File: config.mk
export PLATFORM = sky130hd
export DESIGN_NAME = rf_sequencer
export DESIGN_NICKNAME = d
export VERILOG_FILES = /design/src/rtl/cpu_pkg.sv /design/src/rtl/instr_decode.sv /design/src/rtl/rf_sequencer.sv
export SDC_FILE = /design/constraint.sdc
export NUM_CORES = 1
export LEC_CHECK = 0
export ABC_CLOCK_PERIOD_IN_PS = 5510
export CAP_MARGIN = 20
export CORE_ASPECT_RATIO = 1.75
export CORE_MARGIN = 2
export CORE_UTILIZATION = 30
export DETAILED_ROUTE_END_ITERATION = 8
export GPL_TIMING_DRIVEN = 0
export SYNTH_ARGS = -nofsm -noshare
export SYNTH_HDL_FRONTEND = slang
export SYNTH_SLANG_ARGS = --single-unit
File: constraint.sdc
create_clock -name clk -period 5.51 [get_ports clk]
set_input_delay 1.3775 -clock clk [delete_from_list [all_inputs] [get_ports clk]]
set_output_delay 1.3775 -clock clk [all_outputs]
set_load 0.05 [all_outputs]
File: src/rtl/cpu_pkg.sv
// Shared encodings for the register-file sequencer: opcodes, instruction
// field positions, PSR bit indices and the sequencer state enum.
package cpu_pkg;

  localparam logic [3:0] OP_REG = 4'b0000;
  localparam logic [3:0] OP_AND = 4'b0001;
  localparam logic [3:0] OP_OR  = 4'b0010;
  localparam logic [3:0] OP_XOR = 4'b0011;
  localparam logic [3:0] OP_ADD = 4'b0101;
  localparam logic [3:0] OP_SUB = 4'b1001;
  localparam logic [3:0] OP_CMP = 4'b1011;
  localparam logic [3:0] OP_MOV = 4'b1101;

  localparam int OPC_LSB = 12;
  localparam int RD_LSB  = 8;
  localparam int EXT_LSB = 4;
  localparam int RS_LSB  = 0;
  localparam int IMM_W   = 8;

  // psr / alu_flags layout is {C,L,F,Z,N}
  localparam int PSR_N = 0;
  localparam int PSR_Z = 1;
  localparam int PSR_F = 2;
  localparam int PSR_L = 3;
  localparam int PSR_C = 4;
  localparam int PSR_W = 5;

  typedef enum logic [2:0] {
    ST_IDLE   = 3'd0,
    ST_DECODE = 3'd1,
    ST_READ   = 3'd2,
    ST_EXEC   = 3'd3,
    ST_WB     = 3'd4
  } state_e;

  function automatic logic op_supported(input logic [3:0] op);
    case (op)
      OP_AND, OP_OR, OP_XOR, OP_ADD, OP_SUB, OP_CMP, OP_MOV: op_supported = 1'b1;
      default: op_supported = 1'b0;
    endcase
  endfunction

  function automatic logic op_signed_imm(input logic [3:0] op);
    case (op)
      OP_ADD, OP_SUB, OP_CMP, OP_MOV: op_signed_imm = 1'b1;
      default: op_signed_imm = 1'b0;
    endcase
  endfunction

  function automatic logic op_updates_psr(input logic [3:0] op);
    case (op)
      OP_ADD, OP_SUB, OP_CMP: op_updates_psr = 1'b1;
      default: op_updates_psr = 1'b0;
    endcase
  endfunction

endpackage

File: src/rtl/instr_decode.sv
// Combinational instruction decoder: field extraction, legality check and
// immediate extension for one instruction word.
module instr_decode
  import cpu_pkg::*;
#(
  parameter int SIZE    = 16,
  parameter int REGBITS = 4
) (
  input  logic [SIZE-1:0]    instr,
  output logic [3:0]         alu_op,
  output logic [REGBITS-1:0] rdest,
  output logic [REGBITS-1:0] rsrc,
  output logic [SIZE-1:0]    imm,
  output logic               is_imm,
  output logic               legal,
  output logic               writes_rf,
  output logic               updates_psr,
  output logic               is_mov
);

  logic [3:0] opcode_s;

  // Classify format, pick the ALU code and extend the 8-bit immediate
  always_comb begin
    opcode_s = instr[OPC_LSB +: 4];
    is_imm   = (opcode_s != OP_REG);
    if (is_imm) begin
      alu_op = opcode_s;
    end else begin
      alu_op = instr[EXT_LSB +: 4];
    end
    rdest = instr[RD_LSB +: REGBITS];
    rsrc  = instr[RS_LSB +: REGBITS];
    if (op_signed_imm(alu_op)) begin
      imm = {{(SIZE-IMM_W){instr[IMM_W-1]}}, instr[IMM_W-1:0]};
    end else begin
      imm = {{(SIZE-IMM_W){1'b0}}, instr[IMM_W-1:0]};
    end
    legal       = op_supported(alu_op);
    writes_rf   = legal && (alu_op != OP_CMP);
    updates_psr = legal && op_updates_psr(alu_op);
    is_mov      = (alu_op == OP_MOV);
  end

endmodule

File: src/rtl/rf_sequencer.sv
// Five-state instruction sequencer driving an external register file and ALU:
// IDLE -> DECODE -> READ -> EXEC -> WB, all outputs registered.
module rf_sequencer
  import cpu_pkg::*;
#(
  parameter int SIZE    = 16,
  parameter int REGBITS = 4
) (
  input  logic               clk,
  input  logic               reset,
  input  logic               instr_valid,
  output logic               instr_ready,
  input  logic [SIZE-1:0]    instr,
  output logic [REGBITS-1:0] rf_srcAddr,
  output logic [REGBITS-1:0] rf_dstAddr,
  input  logic [SIZE-1:0]    rf_readData1,
  input  logic [SIZE-1:0]    rf_readData2,
  output logic               rf_writeEn,
  output logic [SIZE-1:0]    rf_writeData,
  output logic [SIZE-1:0]    alu_a,
  output logic [SIZE-1:0]    alu_b,
  output logic [3:0]         alu_op,
  input  logic [SIZE-1:0]    alu_result,
  input  logic [4:0]         alu_flags,
  output logic [4:0]         psr,
  output logic               done,
  output logic               illegal
);

  state_e state_r, next_s;
  logic accept_s;
  logic [SIZE-1:0] ir_r, ir_next_s;

  logic [3:0]         dec_alu_op_s;
  logic [REGBITS-1:0] dec_rdest_s, dec_rsrc_s;
  logic [SIZE-1:0]    dec_imm_s;
  logic dec_is_imm_s, dec_legal_s, dec_writes_s, dec_upd_psr_s, dec_is_mov_s;

  logic               ready_r, done_r, illegal_r, we_r;
  logic [REGBITS-1:0] src_r, dst_r;
  logic [SIZE-1:0]    alu_a_r, alu_b_r, result_r;
  logic [3:0]         alu_op_r;
  logic [4:0]         flags_r, psr_r;

  assign accept_s = (state_r == ST_IDLE) && instr_valid;

  // Decoding the word IR is about to hold lets illegal be registered into DECODE
  always_comb begin
    if (accept_s) begin
      ir_next_s = instr;
    end else begin
      ir_next_s = ir_r;
    end
  end

  instr_decode #(.SIZE(SIZE), .REGBITS(REGBITS)) u_decode (
    .instr       (ir_next_s),
    .alu_op      (dec_alu_op_s),
    .rdest       (dec_rdest_s),
    .rsrc        (dec_rsrc_s),
    .imm         (dec_imm_s),
    .is_imm      (dec_is_imm_s),
    .legal       (dec_legal_s),
    .writes_rf   (dec_writes_s),
    .updates_psr (dec_upd_psr_s),
    .is_mov      (dec_is_mov_s)
  );

  // Next-state logic
  always_comb begin
    next_s = state_r;
    case (state_r)
      ST_IDLE: begin
        if (accept_s) begin
          next_s = ST_DECODE;
        end else begin
          next_s = ST_IDLE;
        end
      end
      ST_DECODE: begin
        if (dec_legal_s) begin
          next_s = ST_READ;
        end else begin
          next_s = ST_IDLE;
        end
      end
      ST_READ: next_s = ST_EXEC;
      ST_EXEC: next_s = ST_WB;
      ST_WB:   next_s = ST_IDLE;
      default: next_s = ST_IDLE;
    endcase
  end

  // State, IR and every output register; outputs are loaded for the state being entered
  always_ff @(posedge clk) begin
    if (reset) begin
      state_r   <= ST_IDLE;
      ir_r      <= '0;
      ready_r   <= 1'b1;
      done_r    <= 1'b0;
      illegal_r <= 1'b0;
      we_r      <= 1'b0;
      src_r     <= '0;
      dst_r     <= '0;
      alu_a_r   <= '0;
      alu_b_r   <= '0;
      alu_op_r  <= 4'b0000;
      result_r  <= '0;
      flags_r   <= 5'b00000;
      psr_r     <= 5'b00000;
    end else begin
      state_r   <= next_s;
      ir_r      <= ir_next_s;
      ready_r   <= (next_s == ST_IDLE);
      done_r    <= (next_s == ST_WB);
      illegal_r <= accept_s && !dec_legal_s;
      we_r      <= (next_s == ST_WB) && dec_writes_s;
      if (next_s == ST_READ) begin
        dst_r <= dec_rdest_s;
        src_r <= dec_rsrc_s;
      end
      if (next_s == ST_EXEC) begin
        alu_op_r <= dec_alu_op_s;
        alu_a_r  <= rf_readData1;
        alu_b_r  <= dec_is_imm_s ? dec_imm_s : rf_readData2;
      end else begin
        alu_op_r <= 4'b0000;
        alu_a_r  <= '0;
        alu_b_r  <= '0;
      end
      if (state_r == ST_EXEC) begin
        result_r <= dec_is_mov_s ? alu_b_r : alu_result;
        flags_r  <= alu_flags;
      end
      if ((state_r == ST_WB) && dec_upd_psr_s) begin
        psr_r <= flags_r;
      end
    end
  end

  assign instr_ready  = ready_r;
  assign done         = done_r;
  assign illegal      = illegal_r;
  assign rf_writeEn   = we_r;
  assign rf_writeData = result_r;
  assign rf_srcAddr   = src_r;
  assign rf_dstAddr   = dst_r;
  assign alu_a        = alu_a_r;
  assign alu_b        = alu_b_r;
  assign alu_op       = alu_op_r;
  assign psr          = psr_r;

endmodule

* Word-level counts from Yosys, hierarchy flattened
Index checks and enable logic that the tools add are counted.
** Storage, ports and cells
- Register bits :: 93
- Bits of input ports :: 72
- Word-level logic and storage cells :: 55
- Output and inout port bits :: 69
** Operators by class
- Eq/ne operators :: 15
- Reduce and logical (&&, ||, !) cells :: 14
- Bitwise operators :: 1
- Muxes and demuxes :: 11
** Operators by type and width (count)
- 16-bit 2-to-1 mux :: 4
- 3-bit by 2-bit equality test with 1-bit output, second input constant :: 4
- 4-bit equality test, second input constant :: 3
- 3-bit one-hot mux with 4 select lines :: 1
- 4-bit by 2-bit equality test with 1-bit output, second input constant :: 2
- 7-bit OR reduction :: 1
- 3-bit equality test, second input constant :: 2
- 1-bit logical AND :: 6
- 3-bit zero test :: 2
- 4-bit by 1-bit equality test with 1-bit output, second input constant :: 1
- 4-bit by 3-bit equality test with 1-bit output, second input constant :: 1
- 1-bit 2-to-1 mux :: 4
- 4-bit 2-to-1 mux :: 1
- 4-bit inequality test, second input constant :: 1
- 4-bit nonzero test :: 1
- 4-bit OR reduction :: 1
- 3-bit by 1-bit equality test with 1-bit output, second input constant :: 1
- 3-bit OR reduction :: 1
- 2-bit 2-to-1 mux :: 1
- 2-bit OR reduction :: 1
- 1-bit zero test :: 1
- 1-bit NOT :: 1

* Longest topological paths before layout
- Depth in word-level cells :: 13
- Mapped depth :: 8
- Depth with buffers taken out :: 5

* By module
A second synthesis with hierarchy kept.
** Second synthesis, totals
- Cell total of the unflattened synthesis :: 356
- Area, all modules :: 3724.8 µm²
** Modules (own cells, without submodules)
- rf_sequencer :: area each 3395.8 µm², instances 1, cells each 310, seq. area each 1861.8 µm²
- instr_decode :: area each 329.1 µm², instances 1, cells each 46, seq. area each 0.0 µm²

* Worst setup path before layout
OpenSTA, ideal clock, no wires.
- Path type :: input to register
- From :: input instr[14]
- To :: register result_r[5] (netlist: rf_writeData[5])
- Path buffers :: 3
- Arrival time :: 2984 ps
- Cell stages on the path :: 8
- Setup time :: 133 ps
- Required time :: 5377 ps
- Setup slack :: 2393 ps
- Path through :: clkbuf_1 > nor4b_1 > o22ai_1 > or4_1 > clkbuf_1 > buf_2 > nand3_1 > a311oi_1
** Between the ends
- Longest elaborated chain between the ends :: 5
** RTL lines
- start, declared :: RTL line rf_sequencer.sv:13 : input logic [SIZE-1:0] instr,
- 16-bit 2-to-1 mux * :: RTL line rf_sequencer.sv:49 : if (accept_s) begin
- 4-bit nonzero test :: RTL line instr_decode.sv:26 : is_imm = (opcode_s != OP_REG);
- 4-bit 2-to-1 mux * :: RTL line instr_decode.sv:27 : if (is_imm) begin
- 4-bit equality test * :: RTL line instr_decode.sv:42 : is_mov = (alu_op == OP_MOV);
- 16-bit 2-to-1 mux * :: RTL line rf_sequencer.sv:132 : result_r <= dec_is_mov_s ? alu_b_r : alu_result;
- end signal, assigned :: RTL line rf_sequencer.sv:132
- end, declared :: RTL line rf_sequencer.sv:41 : logic [SIZE-1:0] alu_a_r, alu_b_r, result_r;
Every way passes the cells marked *; elsewhere a longest branch is shown, timed or not.
A chain may end at the register's enable or synchronous reset.

* Worst setup path in the final report
- From :: input instr_valid
- To :: register alu_b_r[11] (netlist: alu_b[11])
** Between the ends
- Longest elaborated chain between the ends :: 12
- Elaborated cells on any way between the ends :: 23
- Those cells by class :: eq/ne (8); mux (9); bitwise (1); reduce/logical (5)
** RTL lines
- start, declared :: RTL line rf_sequencer.sv:11 : input logic instr_valid,
- 1-bit logical AND * :: RTL line rf_sequencer.sv:45 : assign accept_s = (state_r == ST_IDLE) && instr_valid;
- 16-bit 2-to-1 mux :: RTL line rf_sequencer.sv:49
- 4-bit nonzero test :: RTL line instr_decode.sv:26
- 4-bit 2-to-1 mux :: RTL line instr_decode.sv:27
- 4-bit equality test (tied with other cells) :: RTL line cpu_pkg.sv:37, cpu_pkg.sv:44
- 7-bit OR reduction :: RTL line cpu_pkg.sv:37 : case (op)
- 1-bit 2-to-1 mux :: RTL line cpu_pkg.sv:37
- 2-bit 2-to-1 mux :: RTL line rf_sequencer.sv:81 : if (dec_legal_s) begin
- 3-bit one-hot mux with 4 select lines :: RTL line rf_sequencer.sv:72 : case (state_r)
- 3-bit by 2-bit equality test with 1-bit output :: RTL line rf_sequencer.sv:122 : if (next_s == ST_EXEC) begin
- 1-bit NOT (no line)
- 2-bit OR reduction (no line)
- end signal, assigned :: RTL line rf_sequencer.sv:125 : alu_b_r <= dec_is_imm_s ? dec_imm_s : rf_readData2;
- end, declared :: RTL line rf_sequencer.sv:41
Marks and branches as above.

==> flow_summary.json <==
{
  "status": "completed",
  "stdcell_area_mm2": 0.005578,
  "final_min_period_over_clock_period_pct": 64.67,
  "numClockSinks": 93,
  "post-route-drc-count": 0,
  "fin_util_pct": 46.47,
  "critPathMaxFanout": 10,
  "asyncSetResetFlopFracSynth_pct": 0,
  "timing.critical_path.slowest_stage_cell": "nor4b_1",
  "synth_area_mm2": 0.003701,
  "num_vias": 3445,
  "gr-total-overflow": 0,
  "routedWlPerCell_um": 15.38,
  "crit_type": "input port to flop",
  "achievable-frequency_mhz": 280.7,
  "vdd_drop_max_uv": 138.4,
  "route.final.wire_length_um": 11150,
  "portBuffers": 137,
  "layout_common_cells": "137 x clkdlybuf4s50_1, 93 x dfxtp_1, 55 x nor2_1",
  "post_cts_hold_buffer_count": 0,
  "critical-path-top-delay-family": "buffers and inverters",
  "syn_avg_cell_area_um2": 9.116,
  "crit_buf_inv": 2,
  "clkLatencyLatePin_ns": 0.34,
  "ioPinCount": 141,
  "gpl.final_weighted_congestion": 0.9031,
  "max_stage_delay_ns": 0.57,
  "areaGrowthSynthToFinish_pct": 50.71,
  "worst_slew_pin_slew_ns": 0.8768,
  "unrepaired_setup_endpoints_after_global_routing": "no",
  "die_area_mm2": 0.01328,
  "route.antenna.remaining_nets": 0,
  "leakagePower_nw": 2.035,
  "post_drt_via_cell_ratio": 4.752,
  "final_layout_size_suffix_gt1_share_pct": 8.393,
  "grt_max_degree": 16,
  "antenna_violations_before_repair": 0,
  "register_area_share_after_synthesis_pct": 50.30,
  "cts.reportedPaths.clkPinSlew_ns": 0.06,
  "floorplan.die.height_um": 150.9,
  "worst_setup_path_end_kind": "flop",
  "cts_tree": "yes",
  "synth_fp_nets": 478,
  "htree_levels": 3,
  "finalHoldViolations": 0,
  "cells_along_the_critical_path": "clkdlybuf4s50_1, nor4b_1, clkbuf_1, nor3_1, a41oi_1, a21oi_1",
  "cp_data_required_time_ns": 5.71,
  "slew-limit-headroom_pct": 41.10,
  "synth_enable_flop_cells": 0,
  "synth_register_bits": 93,
  "cts_repair_resize_count": 0,
  "die-width_um": 87.96,
  "synthDistinctLibCells": 47,
  "setup.worst_path.start_class": "input port",
  "grt_pass1_wl_um": 16680,
  "mostFrequentLayoutCell": "clkdlybuf4s50_1",
  "final.hold.worst_slack_ns": 0.4579,
  "power_density_mw_per_mm2": 276.0,
  "max-clock-path-buffers": 2,
  "grtUsageTotal_pct": 16.70,
  "placed_cell_area_mm2": 0.005284,
  "dominantRegCellSynth": "dfxtp_1",
  "setup_total_negative_slack_ns": 0,
  "drt-initial-drc-count": 114,
  "period_minus_slack_ns": 3.563,
  "final_setup_violation_count": 0,
  "via_count_of_the_first_global_routing_pass": 3360,
  "std_cell_rows": 53,
  "design.final.nets": 627,
  "number_of_maximum_capacitance_violations": 0,
  "start_util_pct": 30.83,
  "number_of_warning_messages_in_the_yosys_log": 0,
  "drt_pre_antenna_iters": 6,
  "slew_violations": 0,
  "postCtsSetupBuffers": 0,
  "core-area_mm2": 0.01200,
  "clock_skew_ns": 0.007200,
  "type_of_the_worst_min_delay_path": "flop to flop",
  "clock_buffer_count_from_cts": 9,
  "post_synth_inst_count": 406,
  "cts_root_buffer": "clkbuf_16",
  "num_antenna_cells": 0,
  "dp_wirelength_um": 8710,
  "cp.arrival_ns": 3.76
}
## synth_stat cells, drive strengths merged, types with 12 or more instances
cell type | count | area, um^2
nand3 | 17 | 85.08
buf | 15 | 95.09
o21ai | 19 | 95.09
nor2 | 55 | 206.5
a311oi | 18 | 175.2
and3 | 17 | 106.4
a21oi | 27 | 135.1
nand2 | 39 | 146.4
dfxtp | 93 | 1862
mux2i | 12 | 120.1
clkbuf | 21 | 82.58
## report_power, final
| part | internal [W] | total (W) | switching, W |
|---|---|---|---|
| sequential | 0.000691 | 0.000699 | 0.00000864 |
| combinational | 0.000103 | 0.000231 | 0.000128 |
| clock | 0.000352 | 0.000610 | 0.000257 |
| total | 0.00115 | 0.00154 | 0.000394 |
## flip-flops by register name (all words and copies together), names as in the netlist
register	count
rf_writeData	16
alu_a	16
done	1
alu_b	16
instr_ready	1
rf_srcAddr	4
illegal	1
alu_op	4
psr	5
rf_dstAddr	4
rf_writeEn	1
flags_r	5
state_r	3
ir_r	16
## per-stage QoR
stage               std cells  power [W]  setup slack, ns
finish                    725   0.001540            1.947
global route              725   0.001602            1.569
CTS                       725   0.001557            1.845
detailed placement        709  0.0009459            1.476
global placement          708  0.0009439            1.494
floorplan                 406  0.0008467            2.393
## worst paths after layout
check	slack, ns	endpoint	start	depth (start not counted)
worst min-delay path	0.46	flags_r[4]	flags_r[4]	2
worst max-delay path	1.95	alu_b[11]	instr_valid	6
worst min register to register	0.46	flags_r[4]	flags_r[4]	2
worst max register to register	3.01	alu_b[11]	state_r[0]	6
## routing by layer
| metal | GRT usage [%] | vias up | routed length (um) |
|---|---|---|---|
| met3 | 3.052 | 25 | 475 |
| met5 | 0 | - | 0 |
| li1 | - | 1730 | - |
| met2 | 30.80 | 99 | 6166 |
| met4 | 9.769 | 0 | 381 |
| met1 | 17.00 | 1591 | 4126 |
## cell type report
| type | count | area (um^2) |
|---|---|---|
| fillers | 1173 | 6425 |
| well taps | 165 | 206.4 |
| clock inverters | 5 | 61.31 |
| clock buffers | 11 | 232.7 |
| multi-input cells | 272 | 1643 |
| flip-flops and latches | 93 | 1862 |
| repair buffers | 138 | 1376 |
| inverters | 5 | 18.77 |
| plain buffers | 36 | 177.7 |
## worst min-delay path, cell delays in order, from the launching register on
cell and delay [ns]:
dfxtp_1 0.31, nand2_1 0.05, a21oi_1 0.05
## kinds of logic (layout without fill, tap and decap cells)
kind of cell	after synthesis	in the layout	share of synthesized area, %
compound gates	88	88	15.75
buf+inv	41	195	5.308
flops	93	93	50.30
mux	22	22	6.288
simple gates	162	162	22.35
Power figures use the tool's default switching activity.
